**src/rtl/inst_fetch_resp_pkg.sv**
```systemverilog
// Shared definitions for the instruction fetch response block: CPU stage
// encoding, opcode map, default NOP word, fetch FSM states and the BNEQ
// offset helper used at execute time.
package inst_fetch_resp_pkg;

  // One-hot stage vector from the stage sequencer
  localparam int STAT_W  = 4;
  localparam int STAT_IF = 0;
  localparam int STAT_ID = 1;
  localparam int STAT_EX = 2;
  localparam int STAT_WB = 3;

  // Opcode map held in ir[15:12]
  typedef enum logic [3:0] {
    OP_NOP  = 4'h0,
    OP_ADD  = 4'h1,
    OP_SUB  = 4'h2,
    OP_AND  = 4'h3,
    OP_OR   = 4'h4,
    OP_LD   = 4'h8,
    OP_ST   = 4'h9,
    OP_BEQ  = 4'hA,
    OP_BNEQ = 4'hB,
    OP_JMP  = 4'hC
  } opcode_e;

  // Word loaded into ir at reset and when a fetch times out
  localparam logic [15:0] NOP_WORD_DEF = 16'h0000;

  // Fetch sequencing states
  typedef enum logic [1:0] {
    ST_IDLE = 2'd0,
    ST_REQ  = 2'd1,
    ST_WAIT = 2'd2,
    ST_DONE = 2'd3
  } fetch_state_e;

  // Branch offset for the PC adder: low byte of a BNEQ whose compare was non-zero
  function automatic logic [7:0] bneq_offset(input logic [15:0] ir_word,
                                             input logic [3:0]  opc_bneq,
                                             input logic        zero);
    logic [7:0] off;
    if ((ir_word[15:12] == opc_bneq) && (zero == 1'b0)) begin
      off = ir_word[7:0];
    end else begin
      off = 8'h00;
    end
    return off;
  endfunction

endpackage

```
**src/rtl/inst_fetch_resp_fetch_timer.sv**
```systemverilog
// Response timeout counter. Clear forces the count to zero; every enabled
// cycle counts up. Expired is raised during the TIMEOUT-th enabled cycle
// after a clear, i.e. the last cycle a response may still arrive in.
module fetch_timer
  import inst_fetch_resp_pkg::*;
#(
  parameter int TIMEOUT = 15
) (
  input  logic clk,
  input  logic rst_n,
  input  logic clear,
  input  logic enable,
  output logic expired
);

  localparam int CNT_W = (TIMEOUT > 1) ? $clog2(TIMEOUT) : 1;
  localparam logic [CNT_W-1:0] LIMIT = CNT_W'(TIMEOUT - 1);

  logic [CNT_W-1:0] cnt_d;
  logic [CNT_W-1:0] cnt_q;
  logic             at_limit_s;

  assign at_limit_s = (cnt_q == LIMIT);
  assign expired    = enable & at_limit_s;

  // Next count: clear wins, then count while enabled, holding at the limit
  always_comb begin
    cnt_d = cnt_q;
    if (clear) begin
      cnt_d = {CNT_W{1'b0}};
    end else if (enable && !at_limit_s) begin
      cnt_d = cnt_q + CNT_W'(1);
    end else begin
      cnt_d = cnt_q;
    end
  end

  // Count register
  always_ff @(posedge clk or negedge rst_n) begin
    if (!rst_n) begin
      cnt_q <= {CNT_W{1'b0}};
    end else begin
      cnt_q <= cnt_d;
    end
  end

endmodule

```
**src/rtl/inst_fetch_resp.sv**
```systemverilog
// Instruction fetch response block. On IF entry it issues a single read
// strobe, waits for the memory response (bounded by TIMEOUT), loads ir and
// pulses ir_valid. A timeout loads NOP_WORD and sets the sticky fetch_err.
// During EX it registers the BNEQ branch offset for the PC adder.
module inst_fetch_resp
  import inst_fetch_resp_pkg::*;
#(
  parameter int          TIMEOUT  = 15,
  parameter logic [15:0] NOP_WORD = NOP_WORD_DEF,
  parameter logic [3:0]  OPC_BNEQ = OP_BNEQ
) (
  input  logic              clk,
  input  logic              rst_n,
  input  logic [STAT_W-1:0] stat,
  input  logic [15:0]       inst_addr,
  input  logic              zero_flag,
  output logic              mem_en,
  output logic [15:0]       mem_addr,
  input  logic [15:0]       mem_rdata,
  input  logic              mem_rvalid,
  output logic [15:0]       ir,
  output logic              ir_valid,
  output logic              fetch_stall,
  output logic              fetch_err,
  output logic [7:0]        imm_bneq
);

  fetch_state_e state_d;
  fetch_state_e state_q;

  logic        mem_en_d,      mem_en_q;
  logic [15:0] mem_addr_d,    mem_addr_q;
  logic [15:0] ir_d,          ir_q;
  logic        ir_valid_d,    ir_valid_q;
  logic        fetch_stall_d, fetch_stall_q;
  logic        fetch_err_d,   fetch_err_q;
  logic [7:0]  imm_bneq_d,    imm_bneq_q;

  logic tmr_clear_s;
  logic tmr_en_s;
  logic tmr_expired_s;

  // ID and WB are part of the stage vector but do not affect fetch
  logic unused_stat_s;
  assign unused_stat_s = stat[STAT_ID] ^ stat[STAT_WB];

  fetch_timer #(
    .TIMEOUT (TIMEOUT)
  ) u_fetch_timer (
    .clk     (clk),
    .rst_n   (rst_n),
    .clear   (tmr_clear_s),
    .enable  (tmr_en_s),
    .expired (tmr_expired_s)
  );

  // FSM state register
  always_ff @(posedge clk or negedge rst_n) begin
    if (!rst_n) begin
      state_q <= ST_IDLE;
    end else begin
      state_q <= state_d;
    end
  end

  // FSM next state: one request per IF phase, response or timeout ends the wait
  always_comb begin
    state_d = state_q;
    case (state_q)
      ST_IDLE: begin
        if (stat[STAT_IF]) begin
          state_d = ST_REQ;
        end else begin
          state_d = ST_IDLE;
        end
      end
      ST_REQ: begin
        state_d = ST_WAIT;
      end
      ST_WAIT: begin
        if (mem_rvalid || tmr_expired_s) begin
          state_d = ST_DONE;
        end else begin
          state_d = ST_WAIT;
        end
      end
      ST_DONE: begin
        if (!stat[STAT_IF]) begin
          state_d = ST_IDLE;
        end else begin
          state_d = ST_DONE;
        end
      end
      default: begin
        state_d = ST_IDLE;
      end
    endcase
  end

  // FSM outputs: next values of the registered outputs and timer controls
  always_comb begin
    mem_en_d      = 1'b0;
    mem_addr_d    = mem_addr_q;
    ir_d          = ir_q;
    ir_valid_d    = 1'b0;
    fetch_stall_d = fetch_stall_q;
    fetch_err_d   = fetch_err_q;
    imm_bneq_d    = imm_bneq_q;
    tmr_clear_s   = 1'b0;
    tmr_en_s      = 1'b0;
    case (state_q)
      ST_IDLE: begin
        if (stat[STAT_IF]) begin
          mem_en_d      = 1'b1;
          mem_addr_d    = inst_addr;
          fetch_stall_d = 1'b1;
          imm_bneq_d    = 8'h00;
        end else begin
          fetch_stall_d = 1'b0;
        end
      end
      ST_REQ: begin
        // Zero the counter so the first WAIT cycle starts at count 0
        tmr_clear_s   = 1'b1;
        fetch_stall_d = 1'b1;
      end
      ST_WAIT: begin
        tmr_en_s = 1'b1;
        // A response in the timeout cycle still counts as a good fetch
        if (mem_rvalid) begin
          ir_d          = mem_rdata;
          ir_valid_d    = 1'b1;
          fetch_stall_d = 1'b0;
        end else if (tmr_expired_s) begin
          ir_d          = NOP_WORD;
          ir_valid_d    = 1'b1;
          fetch_stall_d = 1'b0;
          fetch_err_d   = 1'b1;
        end else begin
          fetch_stall_d = 1'b1;
        end
      end
      ST_DONE: begin
        fetch_stall_d = 1'b0;
      end
      default: begin
        fetch_stall_d = 1'b0;
      end
    endcase
    // Branch offset is sampled whenever the execute stage is active
    if (stat[STAT_EX]) begin
      imm_bneq_d = bneq_offset(ir_q, OPC_BNEQ, zero_flag);
    end else begin
      imm_bneq_d = imm_bneq_d;
    end
  end

  // Output and datapath registers
  always_ff @(posedge clk or negedge rst_n) begin
    if (!rst_n) begin
      mem_en_q      <= 1'b0;
      mem_addr_q    <= 16'h0000;
      ir_q          <= NOP_WORD;
      ir_valid_q    <= 1'b0;
      fetch_stall_q <= 1'b0;
      fetch_err_q   <= 1'b0;
      imm_bneq_q    <= 8'h00;
    end else begin
      mem_en_q      <= mem_en_d;
      mem_addr_q    <= mem_addr_d;
      ir_q          <= ir_d;
      ir_valid_q    <= ir_valid_d;
      fetch_stall_q <= fetch_stall_d;
      fetch_err_q   <= fetch_err_d;
      imm_bneq_q    <= imm_bneq_d;
    end
  end

  assign mem_en      = mem_en_q;
  assign mem_addr    = mem_addr_q;
  assign ir          = ir_q;
  assign ir_valid    = ir_valid_q;
  assign fetch_stall = fetch_stall_q;
  assign fetch_err   = fetch_err_q;
  assign imm_bneq    = imm_bneq_q;

endmodule
```
**config.mk**
```make
export PLATFORM = sky130hd
export DESIGN_NAME = inst_fetch_resp
export DESIGN_NICKNAME = d
export VERILOG_FILES = /design/src/rtl/inst_fetch_resp_pkg.sv /design/src/rtl/inst_fetch_resp_fetch_timer.sv /design/src/rtl/inst_fetch_resp.sv
export SDC_FILE = /design/constraint.sdc
export NUM_CORES = 1
export LEC_CHECK = 0
export BUFFER_PORTS_ARGS = -buffer_cell sky130_fd_sc_hd__buf_2
export CORE_ASPECT_RATIO = 0.75
export CORE_MARGIN = 2
export CORE_UTILIZATION = 40
export DETAILED_ROUTE_END_ITERATION = 10
export PLACE_DENSITY = 0.69
export SETUP_SLACK_MARGIN = 0.1
export SLEW_MARGIN = 20
export SYNTH_ARGS = -nofsm -noshare
export SYNTH_HDL_FRONTEND = slang
export SYNTH_SLANG_ARGS = --single-unit
```
**constraint.sdc**
```tcl
create_clock -name clk -period 2.05 [get_ports clk]
set_input_delay 0.41 -clock clk [delete_from_list [all_inputs] [get_ports clk]]
set_output_delay 0.41 -clock clk [all_outputs]
set_load 0.01 [all_outputs]
```
; Word level (Yosys, flattened, before mapping)
; Cells that the tools add are included.
[totals]
reg_bits = 50
latchBits = 0
ramBits = 0
rom_bits = 0
input_bits = 40
n_memories = 0
[op_classes]
addsub = 1
multipliers = 0
n_div = 0
n_lt_le_gt_ge = 0
eq_ne = 5
shifts = 0
n_mux = 22
bitwise = 3
n_reduce_logical = 13
[ops]
columns = cell, count
row1 = 16-bit 2-to-1 mux, 2
row2 = 8-bit 2-to-1 mux, 4
row3 = 1-bit 2-to-1 mux, 11
row4 = 4-bit == test (second input constant), 2
row5 = 4-bit 2-to-1 mux, 2
row6 = 2-bit one-hot mux with 4 select lines, 1
row7 = 2-bit nonzero test, 4
row8 = 2-bit AND reduction, 3
row9 = 4-bit by 1-bit adder with 4-bit output (second input constant), 1
row10 = 2-bit == test (second input constant), 2
row11 = 1-bit one-hot mux with 4 select lines, 1
row12 = 3-bit AND reduction, 1
row13 = 2-bit by 1-bit == test with 1-bit output (second input constant), 1
row14 = 1-bit logical AND, 2
row15 = 2-bit zero test, 1
row16 = 2-bit 2-to-1 mux, 1
row17 = 1-bit NOT, 2
row18 = 1-bit AND, 1
row19 = 1-bit zero test, 1
row20 = 1-bit logical OR, 1

; Longest topological paths before layout
[logic_depth]
ltp_word = 6
ltp_mapped = 7
mapped_depth_nobuf = 5

; Modules after synthesis
; A second synthesis with hierarchy kept.
[hier_totals]
hier_cells = 135
area_unflattened_um2 = 2016.9
[by_module_without_submodules]
columns = module, n_inst, cells_each, area_each_um2, seq_area_each_um2
row1 = inst_fetch_resp, 1, 111, 1762.9, 1151.1
row2 = fetch_timer, 1, 24, 254.0, 100.1

; Worst setup path before layout
; No wires, ideal clock.
[synth_path]
path_type = register to register
start = register u_fetch_timer.cnt_q[0]
end = register ir_q[7], in the netlist ir[7]
setup_time_ps = 66
t_arrival_ps = 1444
required_time_ps = 1984
path_slack_ps = 541
stages_incl_launch_ff = 8
path_buffers = 2
synth_period_minus_slack_ps = 1509
path_cell_list = dfrtp_1 -> inv_1 -> ha_1 -> and3_1 -> buf_6 -> o21ai_4 -> buf_6 -> a22o_1
[synth_between]
elab_chain_cells = 4
[synth_lines]
columns = element, line_no
row1 = start: declaration, inst_fetch_resp_fetch_timer.sv:20  ; logic [CNT_W-1:0] cnt_q;
row2 = start signal: assignment, inst_fetch_resp_fetch_timer.sv:41  ; cnt_q <= {CNT_W{1'b0}};
row3 = start signal: assignment, inst_fetch_resp_fetch_timer.sv:43  ; cnt_q <= cnt_d;
row4 = 4-bit == test, inst_fetch_resp_fetch_timer.sv:23  ; assign at_limit_s = (cnt_q == LIMIT);
row5 = 1-bit AND, inst_fetch_resp_fetch_timer.sv:24  ; assign expired = enable & at_limit_s;
row6 = 2-bit nonzero test (no source line), n/a
row7 = 2-bit AND reduction (no source line), n/a
row8 = end signal: assignment, inst_fetch_resp.sv:171  ; ir_q <= ir_d;
row9 = end: declaration, inst_fetch_resp.sv:33  ; logic [15:0] ir_d, ir_q;
; No other way between the ends.
; A chain may end at the register's enable or synchronous reset.

; Worst setup path after layout
[layout_path]
start = register u_fetch_timer.cnt_q[0]
end = register ir_q[10], in the netlist ir[10]
; The elaborated chain is that of the path after synthesis.

==> metrics.txt <==
Critical R2R Launch u_fetch_timer.cnt_q[0]; R2R depth 5; Place WS around 0.39 ns; crit-path max FO 18; DRT Pass-1 Iters 8; Max Buffers Root-to-Sink 2; clk root buf clkbuf_8; Peak Freq 602 MHz; crit end category flop; vias per cell a little over 5; Worst Hold Class in -> reg; Syn-to-layout area delta 26.3%; layout cells sized above 1 between 40% and 50%; max cap viols 0; Max Slew Vio Count 0; setup tns final 0 ns; Total Wirelength about 4100 um; number of port buffers just over 80; Row Count 22; post-synthesis cell type count 30; Arr. time, crit path 1.90 ns; origin of the worst min-delay path inst_addr[13]; Die Wd 85.7 um; H-tree levels 2; crit share post-route between 80% and 90%; WL per Instance 14.4 um; via count 1465; Detailed Place HPWL 3150 um; Clock Skew ~0.0071 ns; clock transition at the registers of the reported paths 0.09 ns; gr ovfl total 0; filler cell count 431; hold depth 2; met3 usage 5.53%; syn_nets 184; YS warnings 0; Sink Count 50; io pins 84; Die H 65.3 um; setup violators final 0; clk_lat worst skew 0.30 ns; Req. time, crit path between 2 and 2.5 ns; worst r2r dst ir[10]; Power Density 1380 nW/um^2; pin count of the biggest net entering global routing 24; critical path startpoint category flop; First DRT Iteration DRCs 81; GR peak layer met2; Starting Density just over 40%; status finished with violations; Worst Hold End mem_addr[13]; gate count after technology mapping 142; Leak 1.33 nW; minimum clock period around 1.7 ns; initial antenna violation count 0; failing checks design-rule violations; ANT nets after route 0; GR Util met2 22.9%; Placer Congestion ~0.76; sequential share of the synthesized area 62.4%; Core ar. approximately 5000 um^2; Max-slew headroom approximately two thirds; final hold viol count 0; Setup CP Type reg -> reg; unrepaired setup endpoints after global routing no; nets 269; crit path setup slack, layout just under 0.4 ns; DR DRC count 9; cts bufs inserted 5; grt met1 use 21.7%; Reg2Reg Setup Slack 0.39 ns; Avg Synthesized Cell Area approximately 14 um^2; count of state elements after synthesis 50; vias in the first global route about 1400; area of the die 5600 um^2; Post-Syn Area ~2000 um^2; Total Routing Usage GR 15.6%; Least-Margin Pin Slew 0.477 ns; Antenna Cells 0; first-pass GRT wire length around 6800 um; Worst VDD drop ~580 uV; CTS tree built
worst max-delay path: stages (launching register included):
cell and delay [ns]:
dfrtp_1 0.46, inv_1 0.07, ha_1 0.21, and3_1 0.23, o21ai_4 0.41, a22o_1 0.23
what timing repair did:
item / CTS / global route
hold buffers: 1 / 0
buffers inserted: 0 / 0
setup endpoints to repair: 0 / 0
gates resized for setup: 0 / 0
endpoints found under the hold margin: 11 / 0
synth_stat cells, drive strengths merged:
cell | instances | area share, %
dfrtp | 50 | 62
a21o | 1 | 0.37
clkbuf | 1 | 0.25
buf | 8 | 4.1
mux2 | 16 | 9.0
and3 | 2 | 0.62
a22o | 24 | 10
or3 | 2 | 0.62
nor3 | 3 | 0.75
nand2 | 4 | 0.75
o21ai | 2 | 1.1
nand3 | 3 | 0.75
o32ai | 1 | 0.44
nor4b | 1 | 0.44
and2 | 2 | 0.62
nor3b | 1 | 0.62
o211ai | 2 | 0.75
nor2 | 5 | 1.1
nand2b | 1 | 0.31
ha | 2 | 1.2
nor2b | 2 | 1.0
inv | 4 | 0.75
a21oi | 3 | 0.75
nor4bb | 1 | 0.50
a31oi | 1 | 0.31
power breakdown:
group          internal [mW]  leakage (nW)  switching [mW]
clock                  0.241        0.0452           0.314
sequential              1.37         0.628           0.290
combinational          0.642         0.656           0.629
total                   2.26          1.33            1.23
cell usage in the layout, fill, tap and decap left out, types with 4 or more instances in the layout:
cell	n
mux2_1	9
dfrtp_1	50
nor2_1	4
mux2_2	7
buf_2	81
clkbuf_8	5
inv_1	4
a22o_1	24
nand2_1	4
buf_4	5
sequential cells by signal, summed over array words and instances, names as in the netlist:
register / cells
fetch_stall: 1
fetch_err: 1
mem_addr: 16
ir_valid: 1
u_fetch_timer.cnt_q: 4
ir: 16
imm_bneq: 8
state_q: 2
mem_en: 1
worst max path at each step:
stage                                       from      to  slack [ns]  cells past startpoint
after floorplan           u_fetch_timer.cnt_q[0]   ir[7]        0.54                      7
after global placement    u_fetch_timer.cnt_q[0]   ir[0]        0.42                      5
after detailed placement  u_fetch_timer.cnt_q[0]   ir[8]        0.39                      5
after CTS                 u_fetch_timer.cnt_q[0]  ir[10]        0.37                      5
after global routing      u_fetch_timer.cnt_q[0]  ir[10]        0.23                      5
final                     u_fetch_timer.cnt_q[0]  ir[10]        0.39                      5
area by class of cell:
type / count / area [um^2] / area share, %
clock buffer: 6 / 72.6 / 2.87
clock inverter: 2 / 13.8 / 0.544
tap: 60 / 75.1 / 2.97
multi-input combinational: 79 / 651 / 25.7
inverter: 4 / 15.0 / 0.593
sequential: 50 / 1250 / 49.4
timing repair buffer: 87 / 453 / 17.9
stage by stage:
stage               power [mW]  utilization (%)  hold slack, ns  area (um^2)  instances
CTS                       3.53             52.0           0.314         2530        288
global placement          2.92             50.0           0.316         2430        279
floorplan                 2.48                -           0.114         2000        142
finish                    3.49             52.0           0.320         2530        288
detailed placement        2.97             50.0           0.313         2430        279
global route              3.75             52.0           0.310         2530        288
logic make-up after synthesis:
group	Yosys count	synth area share [%]
AO/OA/AOI/OAI	34	14.2
adder cells (fa/ha/maj)	2	1.25
buffers and inverters	13	5.12
flip-flops	50	62.4
multiplexers	16	8.99
AND/OR/NAND/NOR	27	8.05
per-layer routing:
| metal | part of all wire (%) | vias up |
|---|---|---|
| met5 | 0 | - |
| met4 | 0.19 | 0 |
| met3 | 9.6 | 2 |
| met2 | 43 | 60 |
| met1 | 47 | 712 |
| li1 | - | 691 |
Power figures use the tool's default switching activity.
